==> src/rtl/ray_generator.sv <==
// Primary-ray source: walks a WIDTH x HEIGHT frame in raster order and streams
// one Q16.16 ray (origin, direction, squared length) per pixel over valid/ready.
module ray_generator #(
    parameter int                 WIDTH  = 320,
    parameter int                 HEIGHT = 240,
    parameter logic signed [31:0] STEP   = 32'h0000_0222,
    parameter logic signed [31:0] FOCAL  = 32'h0001_0000
) (
    input  logic                      clk,
    input  logic                      rst,
    input  logic                      start,
    input  logic [31:0]               cam_x,
    input  logic [31:0]               cam_y,
    input  logic [31:0]               cam_z,
    output logic                      busy,
    output logic                      frame_done,
    output logic                      m_valid,
    input  logic                      m_ready,
    output logic [31:0]               ro_x,
    output logic [31:0]               ro_y,
    output logic [31:0]               ro_z,
    output logic [31:0]               rd_x,
    output logic [31:0]               rd_y,
    output logic [31:0]               rd_z,
    output logic [31:0]               len2,
    output logic [$clog2(WIDTH)-1:0]  pix_x,
    output logic [$clog2(HEIGHT)-1:0] pix_y,
    output logic                      last
);
    localparam int XW = $clog2(WIDTH);
    localparam int YW = $clog2(HEIGHT);
    localparam logic signed [31:0] HALF_W = WIDTH / 2;
    localparam logic signed [31:0] HALF_H = HEIGHT / 2;
    localparam logic signed [31:0] U0     = -(HALF_W * STEP);
    localparam logic signed [31:0] V0     = HALF_H * STEP;
    localparam logic signed [63:0] FSQ    = FOCAL * FOCAL;
    localparam logic [31:0]        F2     = FSQ[47:16];

    typedef enum logic {IDLE, RUN} state_t;

    typedef struct packed {
        logic [XW-1:0]      x;
        logic [YW-1:0]      y;
        logic signed [31:0] u;
        logic signed [31:0] v;
    } gen_t;

    state_t            state, state_nx;
    gen_t              s1;
    logic [1:0]        vld_pipe;   // [0] = generator stage, [1] = output register
    logic              acc_start, ld2, hs, fin, s1_end_x, s1_end_y;
    logic signed [63:0] usq, vsq;
    logic [31:0]       len2_nx;
    logic              unused_sq;

    assign m_valid   = vld_pipe[1];
    assign busy      = (state == RUN);
    assign acc_start = (state == IDLE) & start;
    assign ld2       = vld_pipe[0] & (~vld_pipe[1] | m_ready);
    assign hs        = vld_pipe[1] & m_ready;
    assign fin       = (state == RUN) & hs & last;
    assign s1_end_x  = (s1.x == XW'(WIDTH - 1));
    assign s1_end_y  = (s1.y == YW'(HEIGHT - 1));

    // Squares are full Q32.32; keep the Q16.16 window and wrap on the sum.
    assign usq       = s1.u * s1.u;
    assign vsq       = s1.v * s1.v;
    assign len2_nx   = usq[47:16] + vsq[47:16] + F2;
    assign unused_sq = ^{usq[63:48], usq[15:0], vsq[63:48], vsq[15:0]};

    always_ff @(posedge clk) begin
        if (rst) state <= IDLE;
        else     state <= state_nx;
    end

    always_comb begin
        state_nx = state;
        case (state)
            IDLE:    if (start) state_nx = RUN;
            RUN:     if (fin)   state_nx = IDLE;
            default: state_nx = IDLE;
        endcase
    end

    always_ff @(posedge clk) begin
        if (rst) begin
            vld_pipe   <= '0;
            s1         <= '0;
            ro_x       <= '0;
            ro_y       <= '0;
            ro_z       <= '0;
            rd_x       <= '0;
            rd_y       <= '0;
            rd_z       <= '0;
            len2       <= '0;
            pix_x      <= '0;
            pix_y      <= '0;
            last       <= 1'b0;
            frame_done <= 1'b0;
        end else begin
            frame_done <= fin;
            if (acc_start) begin
                ro_x        <= cam_x;
                ro_y        <= cam_y;
                ro_z        <= cam_z;
                s1.x        <= '0;
                s1.y        <= '0;
                s1.u        <= U0;
                s1.v        <= V0;
                vld_pipe[0] <= 1'b1;
            end else if (ld2) begin
                // Incremental stepping keeps multipliers off the u/v path.
                if (!s1_end_x) begin
                    s1.x <= s1.x + 1'b1;
                    s1.u <= s1.u + STEP;
                end else if (!s1_end_y) begin
                    s1.x <= '0;
                    s1.u <= U0;
                    s1.y <= s1.y + 1'b1;
                    s1.v <= s1.v - STEP;
                end else begin
                    vld_pipe[0] <= 1'b0;
                end
            end

            if (ld2) begin
                rd_x        <= s1.u;
                rd_y        <= s1.v;
                rd_z        <= FOCAL;
                len2        <= len2_nx;
                pix_x       <= s1.x;
                pix_y       <= s1.y;
                last        <= s1_end_x & s1_end_y;
                vld_pipe[1] <= 1'b1;
            end else if (hs) begin
                vld_pipe[1] <= 1'b0;
            end
        end
    end
endmodule

==> config.mk <==
export PLATFORM = sky130hd
export DESIGN_NAME = ray_generator
export DESIGN_NICKNAME = d
export VERILOG_FILES = /design/src/rtl/ray_generator.sv
export SDC_FILE = /design/constraint.sdc
export NUM_CORES = 2
export LEC_CHECK = 0
export BUFFER_PORTS_ARGS = -buffer_cell sky130_fd_sc_hd__buf_4
export CAP_MARGIN = 20
export CORE_MARGIN = 8
export CORE_UTILIZATION = 55
export DETAILED_ROUTE_END_ITERATION = 6
export PLACE_DENSITY = 0.78
export SLEW_MARGIN = 20
export SYNTH_ARGS = -nofsm -noshare
export SYNTH_HDL_FRONTEND = slang
export SYNTH_SLANG_ARGS = --single-unit
==> constraint.sdc <==
create_clock -name clk -period 13.45 [get_ports clk]
set_input_delay 2.69 -clock clk [delete_from_list [all_inputs] [get_ports clk]]
set_output_delay 2.69 -clock clk [all_outputs]
set_load 0.01 [all_outputs]
Yosys cells after proc, flatten, opt, wreduce, memory -nomap -nowiden
Index checks and enable logic that the tools add are counted.
- register bits after elaboration: 296
- bits of input ports: 100
- output and inout port bits: 245
- logic and storage cells: 68
- add/subtract/negate cells: 6
- multipliers: 2
- eq/ne operators: 5
- multiplexer cells: 15
- bitwise operators: 10
- reduce and logical (&&, ||, !) cells: 10
- operator list (cell ; number):
    $mux 64 ; 2
    $mul 32x32->48 ; 2
    $mux 81 ; 1
    $mux 32 ; 2
    $add 32x11->32 const B ; 1
    $add 32x17->32 const B ; 1
    $add 32x32->32 ; 1
    $sub 32x11->32 const B ; 1
    $add 9x1->9 const B ; 1
    $eq 9x9->1 const B ; 1
    $mux 9 ; 1
    $reduce_and 3->1 ; 3
    $add 8x1->8 const B ; 1
    $eq 8x8->1 const B ; 1
    $mux 1 ; 8
    $reduce_bool 2->1 ; 4
    $and 1x1->1 ; 6
    $ne 2x2->1 const B ; 2
    $reduce_and 2->1 ; 2
    $ne 3x3->1 const B ; 1
    $not 1->1 ; 3
    $pmux 1 s2 ; 1
    $reduce_or 2->1 ; 1
    $or 1x1->1 ; 1

Logic depth before layout (Yosys ltp)
- word-level depth: 5
- mapped depth: 46
- depth with buffers taken out: 44

Worst setup path after synthesis
No wires, ideal clock.
- kind: reg-to-reg
- from: reg s1[5] (netlist bit)
- to: reg len2[30]
- setup time: 70 ps
- data arrival time: 10003 ps
- data required time: 13380 ps
- slack: 3376 ps
- stages on the path, launching flop included: 45
- buffers on the path: 3
- clock period less this slack: 10074 ps
- cell sequence: dfxtp_1 -> clkbuf_1 -> clkbuf_1 -> clkbuf_1 -> nand2_1 -> fa_1 -> inv_1 -> fa_1 -> fa_1 -> inv_1 -> fa_1 -> inv_1 -> fa_1 -> inv_1 -> fa_1 -> inv_1 -> fa_1 -> inv_1 -> [... 9 more ...] -> a21boi_0 -> o21a_1 -> o21a_1 -> nor2_1 -> xnor2_1 -> ha_1 -> ha_1 -> a211oi_1 -> nand2_1 -> or3_1 -> a31oi_2 -> o41ai_4 -> a2111oi_4 -> o41ai_2 -> a311oi_1 -> xnor2_1 -> nand2_1 -> a21oi_1
- longest elaborated chain between the ends: 3
- ends and longest elaborated chain (what ; line ; RTL):
    from (decl) ; 49 ; gen_t s1;
    $mul 32x32->48 ; 67 ; assign vsq = s1.v * s1.v;
    $add 32x32->32 ; 68 ; assign len2_nx = usq[47:16] + vsq[47:16] + F2;
    $add 32x17->32 ; 68 ;
    to (signal assigned) ; 130 ; len2 <= len2_nx;
    to (decl) ; 25 ; output logic [31:0] len2,
No other way between the ends.
A chain may end at the register's enable or synchronous reset.

Final worst setup path
- from: reg s1[32] (netlist bit)
- to: reg len2[30]
- longest elaborated chain between the ends: 3
- ends and longest elaborated chain (what ; line ; RTL):
    $mul 32x32->48 ; 66 ; assign usq = s1.u * s1.u;
    $add 32x32->32 ; 68 ;
    $add 32x17->32 ; 68 ;
No other way between the ends.

==> results_dict.tcl <==
set metrics [dict create \
    cts_root_buffer "clkbuf_16" \
    clk_pin_slew_worst_paths_ps 80 \
    cp_max_fo 22 \
    drive_above_1_share_pct 7.14 \
    die_area_um2 122000 \
    grt_pass1_vias 51100 \
    start_util_pct 55.4 \
    rrSetupSlack_ps 2040 \
    gr-total-overflow 0 \
    routedWlPerCell_um 21.0 \
    tightest_slew_ps 1010 \
    r2r-end "len2[30]" \
    crit_type "reg -> reg" \
    cts.path.max_buffers 3 \
    startpoint_type "flip-flop" \
    violations "DRC" \
    drc_errors 18 \
    synth_seq_cells 294 \
    synth_top_family_by_area "adder cells" \
    rr_startpoint "s1[32]" \
    synth.mux.area_fraction_pct 0.0837 \
    place_ws_ps 2180 \
    syn2layout_area_growth_pct 7.88 \
    crit_start "s1[32]" \
    synth_xor_area_share_pct 2.72 \
    totalWireLength_um 176000 \
    antenna_found_initial 2 \
    yosys.area_share.adder_pct 56.8 \
    die_h_um 350 \
    ys_types 81 \
    vias_per_cell 5.42 \
    cts_tree "built" \
    cts_sinks 294 \
    boundaryPins 345 \
    clock.fmax_mhz 87.6 \
    grt_pass1_wl_um 280000 \
    cts_max_level 2 \
    fin_crit_sh_pct 84.8 \
    yosysSeqAreaShare_pct 9.60 \
    critPathSlowestCell "dfxtp_1" \
    die_w_um 350 \
    status "complete, but fails checks" \
    hp-class "reg -> reg" \
    p_leak_nw 33.7 \
    ys.flop_type "dfxtp_1" \
    nets 8854 \
    synth_compound_gate_area_share_pct 5.20 \
    grt_start_max_net_pins 98 \
    async_reset_ff_share_pct 0 \
    drtIter0Drc 3347 \
    io_buffers 312 \
    worstPathArrival_ps 11950 \
    fin_area_um2 66100 \
    numCtsBuffers 37 \
    drv_slew 0 \
    drtAntennaViolNets 0 \
    p_total_mw 8.18 \
    yosys_warnings 0 \
    place_congestion 0.972 \
    powerDensity_nw_per_um2 124 \
    crit_path_end_kind "flip-flop" \
    synth-edff-count 0 \
    hpwl_um 140000 \
    setup_viol 0 \
    place_area_um2 64900 \
    maxCapViolCount 0 \
    syn_avg_cell_area_um2 9.12 \
    vias 45500 \
    crit_path_max_incr_delay_ps 990 \
    finClkSkew_ps 29.1 \
    rows 122 \
    rsz0062_at_grt "no" \
    grtUsageTotal_pct 29.5 \
    slew_headroom_pct 32.9 \
    reg2reg_depth 36 \
    nFillCells 9282 \
    syn_inst 6721 \
    core_area_um2 111000 \
    insertion_delay_ps 610 \
    cts_setup_buffers 0 \
    netlist_area_um2 61300 \
    first_pass_iters 7 \
    hold_buffers 0 \
    setup_ws_ps 2040 \
    synth-simple-area-share_pct 12.2 \
    finalCriticalPeriod_ps 11410 \
    peakVddDrop_v 0.000286 \
    finalHoldViolations 0 \
    cts_resized 0 \
    worstPathRequired_ps 13990 \
    crit_top_cell "fa_1" \
    crit_path_end "len2[30]" \
    timing.hold.ws_ps 453 \
    fin_setup_tns_ps 0 \
]
## through the flow
step / instances / utilization (%)
6_report: 8383 / 59.7
5_1_grt: 8381 / 59.7
4_1_cts: 8381 / 59.7
3_5_place_dp: 8314 / 58.6
3_3_place_gp: 8314 / 58.6
2_1_floorplan: 6752 / -
## logic make-up (layout without fill, tap and decap cells)
group	after synthesis	in the layout
adder cells (fa/ha/maj)	1889	1889
buffers and inverters	2154	2295
other	1	34
multiplexers	5	5
AO/OA/AOI/OAI	530	530
AND/OR/NAND/NOR	1659	1659
flip-flops	294	294
XOR/XNOR	189	189
## critical path, delay by kind of cell (launching register included)
kind	cells	cell delay, ps
adders and majority gates	11	4840
buffers and inverters	6	910
xor gates and xnor gates	2	360
DFF	1	990
and+or+nand+nor	5	1080
AOI/OAI and AO/OA	12	3150
## Yosys cell counts (4+ instances only)
| cell | number | area share (%) |
|---|---|---|
| and3_1 | 11 | 0.11 |
| o21ai_0 | 48 | 0.39 |
| mux2i_1 | 4 | 0.065 |
| a31oi_1 | 13 | 0.13 |
| a31o_2 | 4 | 0.057 |
| nand2_1 | 920 | 5.6 |
| o211ai_1 | 7 | 0.086 |
| clkinv_1 | 9 | 0.055 |
| nor3b_1 | 4 | 0.049 |
| xor2_1 | 55 | 0.79 |
| ha_1 | 403 | 8.2 |
| o21a_1 | 25 | 0.31 |
| nand3_1 | 24 | 0.20 |
| xnor2_1 | 133 | 1.9 |
| o21bai_1 | 8 | 0.098 |
| a41oi_1 | 5 | 0.071 |
| nand4_1 | 27 | 0.28 |
| buf_4 | 35 | 0.43 |
| a311oi_1 | 6 | 0.086 |
| nand3b_1 | 4 | 0.049 |
| inv_2 | 7 | 0.043 |
| nand2b_1 | 24 | 0.24 |
| a21oi_1 | 311 | 2.5 |
| a211o_1 | 9 | 0.13 |
| nor4_1 | 7 | 0.071 |
| nor3_2 | 4 | 0.065 |
| a21o_1 | 51 | 0.62 |
| or4_1 | 5 | 0.061 |
| buf_1 | 26 | 0.16 |
| or3_1 | 16 | 0.16 |
| dfxtp_1 | 294 | 9.6 |
| nor2b_1 | 22 | 0.22 |
| or2_2 | 9 | 0.092 |
| nor2_1 | 252 | 1.5 |
| clkbuf_1 | 250 | 1.5 |
| inv_1 | 1823 | 11 |
| nor3_1 | 38 | 0.31 |
| and2_1 | 276 | 2.8 |
| fa_1 | 1486 | 49 |
| a211oi_1 | 8 | 0.098 |
## area by class of cell
class | instances | area [um2] | share of cell area, %
well taps | 1488 | 1860 | 2.82
clock buffers | 53 | 1050 | 1.58
flip-flops and latches | 294 | 5890 | 8.90
multi-input cells | 4304 | 47300 | 71.6
inverters | 1839 | 6900 | 10.4
diodes | 2 | 5.00 | 0.00757
clock inverters | 14 | 171 | 0.259
repair buffers | 389 | 2930 | 4.43
## flip-flops by register name (all words and copies together), names as in the netlist, 9 cells and up
signal and flops:
pix_x 9, ro_y 32, len2 32, s1 80
ro_z 32, rd_x 32, ro_x 32, rd_y 31
## power by group
part           leakage (nW)  switching (mW)  internal [mW]
sequential             2.40          0.0620          0.934
clock                 0.593           0.464          0.590
combinational          30.7            3.66           2.46
total                  33.7            4.19           3.99
## cell usage in the layout (no fill, tap or decap), types with 5 or more instances in the layout
| master | instances |
|---|---|
| buf_4 | 388 |
| nand4_1 | 27 |
| a211oi_1 | 8 |
| nand3_1 | 24 |
| xnor2_1 | 133 |
| nor4_1 | 7 |
| a21o_1 | 51 |
| clkbuf_1 | 11 |
| inv_2 | 7 |
| clkinv_1 | 9 |
| o21a_1 | 25 |
| nand2b_1 | 23 |
| conb_1 | 32 |
| a211o_1 | 9 |
| a31oi_1 | 13 |
| nor2b_1 | 21 |
| clkbuf_16 | 38 |
| o211ai_1 | 7 |
| fa_1 | 1486 |
| or4_1 | 5 |
| or2_2 | 9 |
| a21oi_1 | 311 |
| inv_1 | 1823 |
| nand2_1 | 919 |
| nor2_1 | 252 |
| and3_1 | 11 |
| or3_1 | 16 |
| a311oi_1 | 6 |
| nor3_1 | 38 |
| xor2_1 | 55 |
| ha_1 | 403 |
| o21bai_1 | 8 |
| dfxtp_1 | 293 |
| a41oi_1 | 5 |
| and2_1 | 275 |
| o21ai_0 | 48 |
## worst min path at each step
stage | start | depth (start not counted) | slack, ps | end
finish | pix_x[4] | 2 | 450 | pix_x[4]
global route | rd_x[5] | 2 | 470 | rd_x[5]
CTS | rd_y[19] | 2 | 460 | rd_y[19]
detailed placement | rd_y[19] | 2 | 450 | rd_y[19]
global placement | len2[23] | 2 | 440 | len2[23]
floorplan | s1[76] | 2 | 450 | pix_x[4]
## routing by layer
metal	vias to the layer above	GRT usage [%]	part of all wire, %
met5	-	0	0
met4	0	12.8	5.3
met3	604	8.39	11
met2	2288	48.0	46
met1	22900	36.8	38
li1	19700	-	-
No activity file was read; power rests on OpenSTA's default activity.
